==> config.mk <==
export PLATFORM = sky130hd
export DESIGN_NAME = uart_rx_fifo
export DESIGN_NICKNAME = d
export VERILOG_FILES = /design/src/rtl/uart_pkg.sv /design/src/rtl/uart_rx_fifo_sync_fifo.sv /design/src/rtl/uart_rx_fifo.sv
export SDC_FILE = /design/constraint.sdc
export NUM_CORES = 1
export LEC_CHECK = 0
export ABC_AREA = 1
export ABC_CLOCK_PERIOD_IN_PS = 2350
export BUFFER_PORTS_ARGS = -buffer_cell sky130_fd_sc_hd__buf_2
export CORE_MARGIN = 8
export CORE_UTILIZATION = 51
export DETAILED_ROUTE_END_ITERATION = 8
export GPL_ROUTABILITY_DRIVEN = 1
export PLACE_DENSITY = 0.66
export SYNTH_ARGS = -nofsm -noshare
export SYNTH_HDL_FRONTEND = slang
export SYNTH_SLANG_ARGS = --single-unit
==> constraint.sdc <==
create_clock -name clk -period 2.35 [get_ports clk]
set_input_delay 0.47 -clock clk [delete_from_list [all_inputs] [get_ports clk]]
set_output_delay 0.47 -clock clk [all_outputs]
set_load 0.005 [all_outputs]
==> src/rtl/uart_pkg.sv <==
// Shared UART definitions: receiver/transmitter FSM state encoding and the
// oversample tick divider calculation.
package uart_pkg;

    typedef enum logic [2:0] {
        IDLE,
        START,
        DATA,
        PARITY,
        STOP
    } uart_state_t;

    // Rounded clk_hz / (baud * oversample).
    function automatic int calc_div(input int clk_hz, input int baud, input int oversample);
        int den;
        den = baud * oversample;
        return (clk_hz + den / 2) / den;
    endfunction

endpackage

==> src/rtl/uart_rx_fifo_sync_fifo.sv <==
// sync_fifo: show-ahead FIFO with occupancy count and a registered overrun
// pulse. A push into a full FIFO succeeds only when a pop happens that clk.
module sync_fifo #(
    parameter int WIDTH = 8,
    parameter int DEPTH = 4
) (
    input  logic                     clk,
    input  logic                     reset,
    input  logic                     i_wr_en,
    input  logic [WIDTH-1:0]         i_wr_data,
    input  logic                     i_rd_en,
    output logic [WIDTH-1:0]         o_rd_data,
    output logic                     o_rd_valid,
    output logic [$clog2(DEPTH):0]   o_count,
    output logic                     o_overrun
);
    localparam int AW = $clog2(DEPTH);

    logic [WIDTH-1:0] r_mem [DEPTH];
    logic [AW-1:0]    r_wr_ptr;
    logic [AW-1:0]    r_rd_ptr;
    logic [AW:0]      r_count;
    logic             r_overrun;
    logic             w_full;
    logic             w_rd;
    logic             w_wr;

    assign w_full = (r_count == (AW+1)'(DEPTH));
    assign w_rd   = i_rd_en && (r_count != '0);
    assign w_wr   = i_wr_en && (!w_full || w_rd);

    always_ff @(posedge clk) begin
        if (w_wr) r_mem[r_wr_ptr] <= i_wr_data;
    end

    always_ff @(posedge clk) begin
        if (!reset) begin
            r_wr_ptr  <= '0;
            r_rd_ptr  <= '0;
            r_count   <= '0;
            r_overrun <= 1'b0;
        end else begin
            r_overrun <= i_wr_en && w_full && !w_rd;
            if (w_wr) r_wr_ptr <= r_wr_ptr + 1'b1;
            if (w_rd) r_rd_ptr <= r_rd_ptr + 1'b1;
            case ({w_wr, w_rd})
                2'b10:   r_count <= r_count + 1'b1;
                2'b01:   r_count <= r_count - 1'b1;
                default: r_count <= r_count;
            endcase
        end
    end

    // Head is masked while empty so stale storage never shows on rd_data.
    assign o_rd_valid = (r_count != '0);
    assign o_rd_data  = o_rd_valid ? r_mem[r_rd_ptr] : '0;
    assign o_count    = r_count;
    assign o_overrun  = r_overrun;

endmodule

==> src/rtl/uart_rx_fifo.sv <==
// uart_rx_fifo: oversampled UART receiver feeding a show-ahead FIFO.
// Optional parity checking is compiled in with `define UART_RX_PARITY_EN.
//
// state  | meaning
// IDLE   | line idle, waiting for a low synchronised RX
// START  | half-bit wait, confirm start bit still low
// DATA   | sample DATA_BITS mid-bit, LSB first
// PARITY | sample and check the parity bit (UART_RX_PARITY_EN only)
// STOP   | check stop bit(s); on a low stop, wait for the line to go high
module uart_rx_fifo
    import uart_pkg::*;
#(
    parameter int CLK_HZ     = 100_000_000,
    parameter int BAUD       = 9600,
    parameter int DATA_BITS  = 8,
    parameter int OVERSAMPLE = 16,
    parameter int STOP_BITS  = 1,
    parameter int PARITY_ODD = 0,
    parameter int FIFO_DEPTH = 4
) (
    input  logic                          clk,
    input  logic                          reset,
    input  logic                          RX,
    input  logic                          rd_en,
    output logic [DATA_BITS-1:0]          rd_data,
    output logic                          rd_valid,
    output logic [$clog2(FIFO_DEPTH):0]   fifo_count,
    output logic                          frame_err,
    output logic                          parity_err,
    output logic                          overrun
);
    localparam int DIV   = calc_div(CLK_HZ, BAUD, OVERSAMPLE);
    localparam int DIV_W = (DIV > 1) ? $clog2(DIV) : 1;
    localparam int SMP_W = $clog2(OVERSAMPLE);
    localparam int BIT_W = $clog2(DATA_BITS);

    if (DATA_BITS < 5 || DATA_BITS > 9 || OVERSAMPLE < 8 || (OVERSAMPLE % 2) != 0 ||
        STOP_BITS < 1 || STOP_BITS > 2 || PARITY_ODD < 0 || PARITY_ODD > 1 ||
        FIFO_DEPTH < 2 || (FIFO_DEPTH & (FIFO_DEPTH - 1)) != 0 || DIV < 1) begin : g_bad_cfg
        $error("uart_rx_fifo: illegal parameter set");
    end

    uart_state_t          r_state, w_state_nxt;
    logic                 r_rx_meta, r_rx_sync;
    logic [DIV_W-1:0]     r_div_cnt;
    logic [SMP_W-1:0]     r_smp_cnt, w_smp_nxt;
    logic [BIT_W-1:0]     r_bit_cnt, w_bit_nxt;
    logic [DATA_BITS-1:0] r_shift, w_shift_nxt;
    logic                 r_bad, w_bad_nxt;
    logic                 r_frame_err, w_fe;
    logic                 w_tick, w_sample, w_push;
`ifdef UART_RX_PARITY_EN
    logic                 r_parity_err, w_pe;
`endif

    assign w_tick   = (r_div_cnt == '0);
    assign w_sample = w_tick && (r_smp_cnt == '0);

    always_ff @(posedge clk) begin
        if (!reset) begin
            r_rx_meta   <= 1'b1;
            r_rx_sync   <= 1'b1;
            r_div_cnt   <= '0;
            r_state     <= IDLE;
            r_smp_cnt   <= '0;
            r_bit_cnt   <= '0;
            r_shift     <= '0;
            r_bad       <= 1'b0;
            r_frame_err <= 1'b0;
        end else begin
            r_rx_meta   <= RX;
            r_rx_sync   <= r_rx_meta;
            r_div_cnt   <= w_tick ? DIV_W'(DIV - 1) : r_div_cnt - 1'b1;
            r_state     <= w_state_nxt;
            r_smp_cnt   <= w_smp_nxt;
            r_bit_cnt   <= w_bit_nxt;
            r_shift     <= w_shift_nxt;
            r_bad       <= w_bad_nxt;
            r_frame_err <= w_fe;
        end
    end

    always_comb begin
        w_state_nxt = r_state;
        w_smp_nxt   = r_smp_cnt;
        w_bit_nxt   = r_bit_cnt;
        w_shift_nxt = r_shift;
        w_bad_nxt   = r_bad;
        w_push      = 1'b0;
        w_fe        = 1'b0;
`ifdef UART_RX_PARITY_EN
        w_pe        = 1'b0;
`endif
        // Sample timer reloads a full bit after every terminal count.
        if (r_state != IDLE && w_tick)
            w_smp_nxt = (r_smp_cnt == '0) ? SMP_W'(OVERSAMPLE - 1) : r_smp_cnt - 1'b1;

        case (r_state)
            IDLE: begin
                w_smp_nxt = SMP_W'(OVERSAMPLE / 2 - 1);
                w_bad_nxt = 1'b0;
                if (!r_rx_sync) w_state_nxt = START;
            end
            START: begin
                if (w_sample) begin
                    w_bit_nxt   = '0;
                    w_state_nxt = r_rx_sync ? IDLE : DATA;
                end
            end
            DATA: begin
                if (w_sample) begin
                    w_shift_nxt = {r_rx_sync, r_shift[DATA_BITS-1:1]};
                    if (r_bit_cnt == BIT_W'(DATA_BITS - 1)) begin
                        w_bit_nxt = '0;
`ifdef UART_RX_PARITY_EN
                        w_state_nxt = PARITY;
`else
                        w_state_nxt = STOP;
`endif
                    end else begin
                        w_bit_nxt = r_bit_cnt + 1'b1;
                    end
                end
            end
`ifdef UART_RX_PARITY_EN
            PARITY: begin
                if (w_sample) begin
                    w_pe        = ((^r_shift) ^ r_rx_sync) != 1'(PARITY_ODD);
                    w_state_nxt = STOP;
                end
            end
`endif
            STOP: begin
                if (r_bad) begin
                    if (r_rx_sync) w_state_nxt = IDLE;
                end else if (w_sample) begin
                    if (!r_rx_sync) begin
                        w_fe      = 1'b1;
                        w_bad_nxt = 1'b1;
                    end else if (r_bit_cnt == BIT_W'(STOP_BITS - 1)) begin
                        w_push      = 1'b1;
                        w_state_nxt = IDLE;
                    end else begin
                        w_bit_nxt = r_bit_cnt + 1'b1;
                    end
                end
            end
            default: w_state_nxt = IDLE;
        endcase
    end

`ifdef UART_RX_PARITY_EN
    always_ff @(posedge clk) begin
        if (!reset) r_parity_err <= 1'b0;
        else        r_parity_err <= w_pe;
    end
    assign parity_err = r_parity_err;
`else
    assign parity_err = 1'b0;
`endif

    assign frame_err = r_frame_err;

    sync_fifo #(
        .WIDTH (DATA_BITS),
        .DEPTH (FIFO_DEPTH)
    ) u_fifo (
        .clk        (clk),
        .reset      (reset),
        .i_wr_en    (w_push),
        .i_wr_data  (r_shift),
        .i_rd_en    (rd_en),
        .o_rd_data  (rd_data),
        .o_rd_valid (rd_valid),
        .o_count    (fifo_count),
        .o_overrun  (overrun)
    );

endmodule

== Word level (Yosys, flattened, before mapping) ==
Memories as Yosys holds them, arrays and structs flattened. A register that Yosys moved wholly into a read port is not among the register bits.
Index checks and enable logic that the tools add are counted.
Storage, ports and cells
  output and inout port bits: 15
  logic and storage cells: 107
  bits in latches: 0
  memory bits (read-only): 0
  bits in writable memories: 32
  input bits: 4
  register bits: 40
  memories kept: 1
Operators by class
  mux-type cells: 38
  reduce and logical (&&, ||, !) cells: 25
  divide/modulo/power cells: 0
  bitwise operators: 2
  eq/ne operators: 19
  shift operators: 0
  magnitude comparators: 0
  multipliers: 0
  $add $sub $neg: 7
Memories
  u_fifo.r_mem: depth 4, width 8, read ports 1, clocked after memory_dff 1, write ports 1, line uart_rx_fifo_sync_fifo.sv:19  | logic [WIDTH-1:0] r_mem [DEPTH];
Operator list (count)
  3-bit 2-to-1 mux: 18
  2-bit inequality test, second input constant: 8
  3-bit inequality test, second input constant: 4
  3-bit one-hot mux with 4 select lines: 1
  10-bit logical NOT: 1
  1-bit 2-to-1 mux: 10
  10-bit 2-to-1 mux: 1
  10-bit by 1-bit subtractor with 10-bit output, second input constant: 1
  3-bit == test, second input constant: 3
  3-bit one-hot mux with 3 select lines: 1
  3-bit nonzero test: 3
  8-bit 2-to-1 mux: 1
  8-bit AND reduction: 1
  7-bit AND reduction: 1
  3-bit by 1-bit adder with 3-bit output, second input constant: 2
  1-bit logical AND: 6
  3-bit logical NOT: 2
  2-bit 2-to-1 mux: 3
  3-bit one-hot mux with 2 select lines: 1
  2-bit nonzero test: 3
  2-bit by 1-bit adder with 2-bit output, second input constant: 2
  4-bit logical NOT: 1
  4-bit 2-to-1 mux: 1
  2-bit OR reduction: 2
  12 further kinds: 14

== Depth between registers and ports, before layout ==
  depth in word-level cells: 9
  gate-level depth with buffers: 17
  mapped depth without buffers: 17

== By module ==
From an unflattened synthesis, not the netlist that was laid out.
Second synthesis, totals
  cells, all modules: 378
  area, all modules: 3387.0 um2
By module, submodules not included
  sync_fifo: times used 1, area each 1779.2 um2, cells an instance 163, seq. area each 1161.1 um2
  uart_rx_fifo: times used 1, area each 1607.8 um2, cells an instance 215, seq. area each 640.6 um2

== Worst setup path after synthesis ==
No wires, ideal clock.
  path kind: reg-to-reg
  start: register r_div_cnt[0]
  end: register u_fifo.r_count[2], in the netlist u_fifo.o_count[2]
  data required time: 2235 ps
  arrival time: 1966 ps
  setup time: 115 ps
  slack: 269 ps
  path buffers: 0
  stages on the path, launching flop included: 15
  period minus slack after synthesis: 2081 ps
  cells stage by stage: dfxtp_1 -> inv_1 -> ha_1 -> nand2_2 -> nor2_8 -> nand3_4 -> inv_2 -> nand2_1 -> nand2_1 -> inv_1 -> fa_1 -> inv_1 -> nand3_1 -> a21oi_1 -> nor2_1
Between the ends
  cells in the longest elaborated chain, start to end: 8
  elaborated cells on any way between the ends: 10
  those cells by class: eq/ne (2); mux (4); reduce/logical (4)
RTL lines
  start, declared: line uart_rx_fifo.sv:45  | logic [DIV_W-1:0] r_div_cnt;
  start signal, assigned: line uart_rx_fifo.sv:73  | r_div_cnt <= w_tick ? DIV_W'(DIV - 1) : r_div_cnt - 1'b1;
  10-bit logical NOT *: line uart_rx_fifo.sv:56  | assign w_tick = (r_div_cnt == '0);
  1-bit logical AND *: line uart_rx_fifo.sv:57  | assign w_sample = w_tick && (r_smp_cnt == '0);
  1-bit 2-to-1 mux *: line uart_rx_fifo.sv:136  | end else if (w_sample) begin
  1-bit 2-to-1 mux *: line uart_rx_fifo.sv:134  | if (r_bad) begin
  1-bit 2-to-1 mux *: line uart_rx_fifo.sv:98  | case (r_state)
  1-bit logical AND *: line uart_rx_fifo_sync_fifo.sv:30  | assign w_wr = i_wr_en && (!w_full || w_rd);
  2-bit by 1-bit == test with 1-bit output or 2-bit == test (tied branches): line uart_rx_fifo_sync_fifo.sv:46  | case ({w_wr, w_rd})
  3-bit one-hot mux with 2 select lines or 2-bit nonzero test (tied branches)
  end signal, assigned: line uart_rx_fifo_sync_fifo.sv:47  | 2'b10: r_count <= r_count + 1'b1;
  end signal, assigned: line uart_rx_fifo_sync_fifo.sv:48  | 2'b01: r_count <= r_count - 1'b1;
  end signal, assigned: line uart_rx_fifo_sync_fifo.sv:49  | default: r_count <= r_count;
  end, declared: line uart_rx_fifo_sync_fifo.sv:22  | logic [AW:0] r_count;
Every way passes the cells marked *; elsewhere a longest branch is shown, timed or not.
A chain may end at the register's enable or synchronous reset.

== Worst setup path after layout ==
Ends and elaborated chain as after synthesis.

==> summary.txt <==
Clock network
  • TritonCTS Buffers: 9
  • Clk pin slew, worst setup/hold paths: roughly 0.070 ns
  • CTS Root Cell: clkbuf_8
  • CTS tree: yes
  • Postcts setup bufs: 0
  • CTS Hold Buffers Added: 0
  • CTS H-tree depth: 3
  • Bufs on Longest Clock Path: 2
  • Worst skew pair latency: about 0.34 ns
  • TritonCTS Sinks: 74

Detailed routing
  • Initial DRC count: 84
  • Total Wirelength: just over 6000 um
  • Vias per Instance: 4.96
  • Routed len/inst: between 10 and 15 um
  • First-pass iteration count of the detailed router: 4
  • Drt drc: 0
  • Routed Antenna Nets: 0
  • Routed vias: about 2400

Power
  • Pleak: 1.67 nW
  • Maximum vdd drop: roughly 0.00067 V
  • Final total power: roughly 0.0042 W
  • P per Cell Area: 1120 nW/um^2

Yosys
  • Synth Register Bits: between 70 and 80
  • Post-synth top area share: ~29%
  • Most common cell in the netlist: nor2_1
  • Top cells by area, synth: edfxtp_1, dfxtp_1, nor2_1
  • Ys Warns: 0
  • Syn nets: 395
  • Mapped cell area: 3290 um^2
  • Synth Flop Type: dfxtp_1
  • Asr flop ratio synth: 0%
  • Most frequent cells after synthesis: nor2_1, inv_1, dfxtp_1, nand2_1, o21ai_0
  • Synth unique cells: 32
  • Leading area contributor after synthesis: edfxtp_1
  • Register area share after synthesis: between 50 and 60%
  • Post-Synthesis Cells: 380
  • Syn avg cell area: just under 9 um^2
  • Number of synthesized flops with an enable pin: 32

Die
  • DIE HEIGHT: roughly 96 um
  • Top Ports: 19
  • Row cnt: 29
  • Die area: 9280 um^2
  • Die width: roughly 96 um
  • Core Area: 6310 um^2
  • Starting Density: between 50% and 60%

Timing
  • Final Hold Slack: about 0.32 ns
  • Max Clock Freq: between 400 and 500 MHz
  • Setup violations, final: 0
  • Final Critical Period: roughly 2.2 ns
  • Pins over their slew limit: 0
  • Final clock period utilization by the worst path: between 90% and 100%
  • Fin. Hold Viols: 0
  • Clk_skew: about 0.0067 ns

Worst setup path
  • Startpoint Class: flop
  • Crit path DAT: about 2.4 ns
  • Critical path class: flop to flop
  • WP data required: between 2 and 3 ns
  • Max FO, Critical Path: 6
  • Crit. End Element: flop

Finish
  • Core Util, Final: between 50% and 60%
  • Area growth syn-to-layout: 13.0%
  • Share of cells above drive strength 1: about 15%
  • Antenna Diode Count: 0
  • Final nets: around 420
  • Design area: roughly 3700 um^2

Global routing
  • Largest net degree at the start of global routing: 18
  • First-pass GRT wire length: 10400 um
  • Vias in the first global route: around 2300
  • Initial antenna violation count: 0
  • Total grt overflow: 0
  • All-Layer GR Usage: 14.4%

Placement
  • Placed inst area: roughly 3500 um^2
  • GPL Wtd Cong: about 0.86
  • Buffers on Ports: 17
  • Post-detail-place hpwl: about 4400 um

Status
  • Status: finished, final reports clean

Run
  • Max cap viols: 0

Worst hold path
  • Worst min path class: input port to flop
[path summary, 6_finish.rpt]
| kind | from | to | cells after the start | slack [ns] |
|---|---|---|---|---|
| setup / recovery | r_div_cnt[0] | u_fifo.o_count[2] | 14 | 0.17 |
| hold reg to reg | r_rx_meta | r_rx_sync | 1 | 0.42 |
| hold / removal | RX | r_rx_meta | 2 | 0.32 |
| setup reg to reg | r_div_cnt[0] | u_fifo.o_count[2] | 14 | 0.17 |
[critical path, cell delays in order, from the launching register on]
cell and delay (ns):
dfxtp_1 0.33, inv_1 0.06, ha_2 0.21, nand2_2 0.11
nor2_8 0.17, nand3_4 0.08, inv_2 0.08, nand2_1 0.09
nand2_1 0.13, inv_1 0.06, fa_1 0.39, inv_1 0.07
nand3_1 0.09, a21oi_1 0.15, nor2_1 0.05
[layout make-up]
type                            count  area (um^2)
Fill cell                         578         2590
Inverter                           51          191
Tap cell                           77         96.3
Sequential cell                    74         1800
Clock inverter                      6         82.6
Clock buffer                       10          128
Multi-Input combinational cell    247         1270
Timing Repair Buffer               25          145
[registers in the layout, summed over array words and instances, names as in the netlist, named ones only]
register          flops
frame_err             1
r_bad                 1
r_bit_cnt             3
r_div_cnt            10
r_rx_meta             1
r_rx_sync             1
r_shift               8
r_smp_cnt             4
r_state               3
u_fifo.o_count        3
u_fifo.o_overrun      1
u_fifo.r_mem         32
u_fifo.r_rd_ptr       2
u_fifo.r_wr_ptr       2
[cells by family (layout without fill, tap and decap cells)]
logic type	Yosys count	in the layout	share of synthesized area, %
AO/OA/AOI/OAI	72	72	11.5
other	1	1	0.114
AND/OR/NAND/NOR	160	160	21.6
buffers and inverters	59	92	6.88
adder cells (fa/ha/maj)	11	11	4.41
XOR/XNOR	3	3	0.798
flip-flops	74	74	54.7
[layout by cell type (no fill, tap or decap), drive strengths merged]
cell	n
a21boi	1
clkinv	3
buf	25
nor3	6
nand4	7
a211oi	1
clkbuf	10
bufinv	2
xnor2	2
clkinvlp	1
or2	3
a21oi	24
a31oi	6
nand2	45
xor2	1
dfxtp	42
ha	10
nor2	87
o21a	1
fa	1
conb	1
nand3b	1
edfxtp	32
o21ai	39
nand3	11
inv	51
[per-layer routing]
layer,GRT usage (%),wire (um),vias up
li1,-,-,1297
met1,17.4,2880,1091
met2,23.7,2880,30
met3,2.96,228,12
met4,7.82,91,0
met5,0,0,-
[timing repair]
| action | 4_1_cts | 5_1_grt |
|---|---|---|
| gates resized for setup | 0 | 4 |
| endpoints found under the setup margin | 0 | 1 |
| endpoints found under the hold margin | 0 | 0 |
[where the power goes]
part | leakage [nW] | switching, W | internal, W | total, W
combinational | 0.858 | 0.000975 | 0.000528 | 0.00150
sequential | 0.701 | 0.000132 | 0.00150 | 0.00163
clock | 0.106 | 0.000445 | 0.000592 | 0.00104
total | 1.67 | 0.00155 | 0.00262 | 0.00417
[metrics by stage]
step / std cells / worst slack [ns] / TNS [ns]
after floorplan: 380 / 0.269 / 0
after global placement: 474 / 0.196 / 0
after detailed placement: 474 / 0.162 / 0
after CTS: 490 / 0.148 / 0
after global routing: 490 / -0.00307 / -0.00307
final: 490 / 0.172 / 0
(Power assumes the default switching activity.)
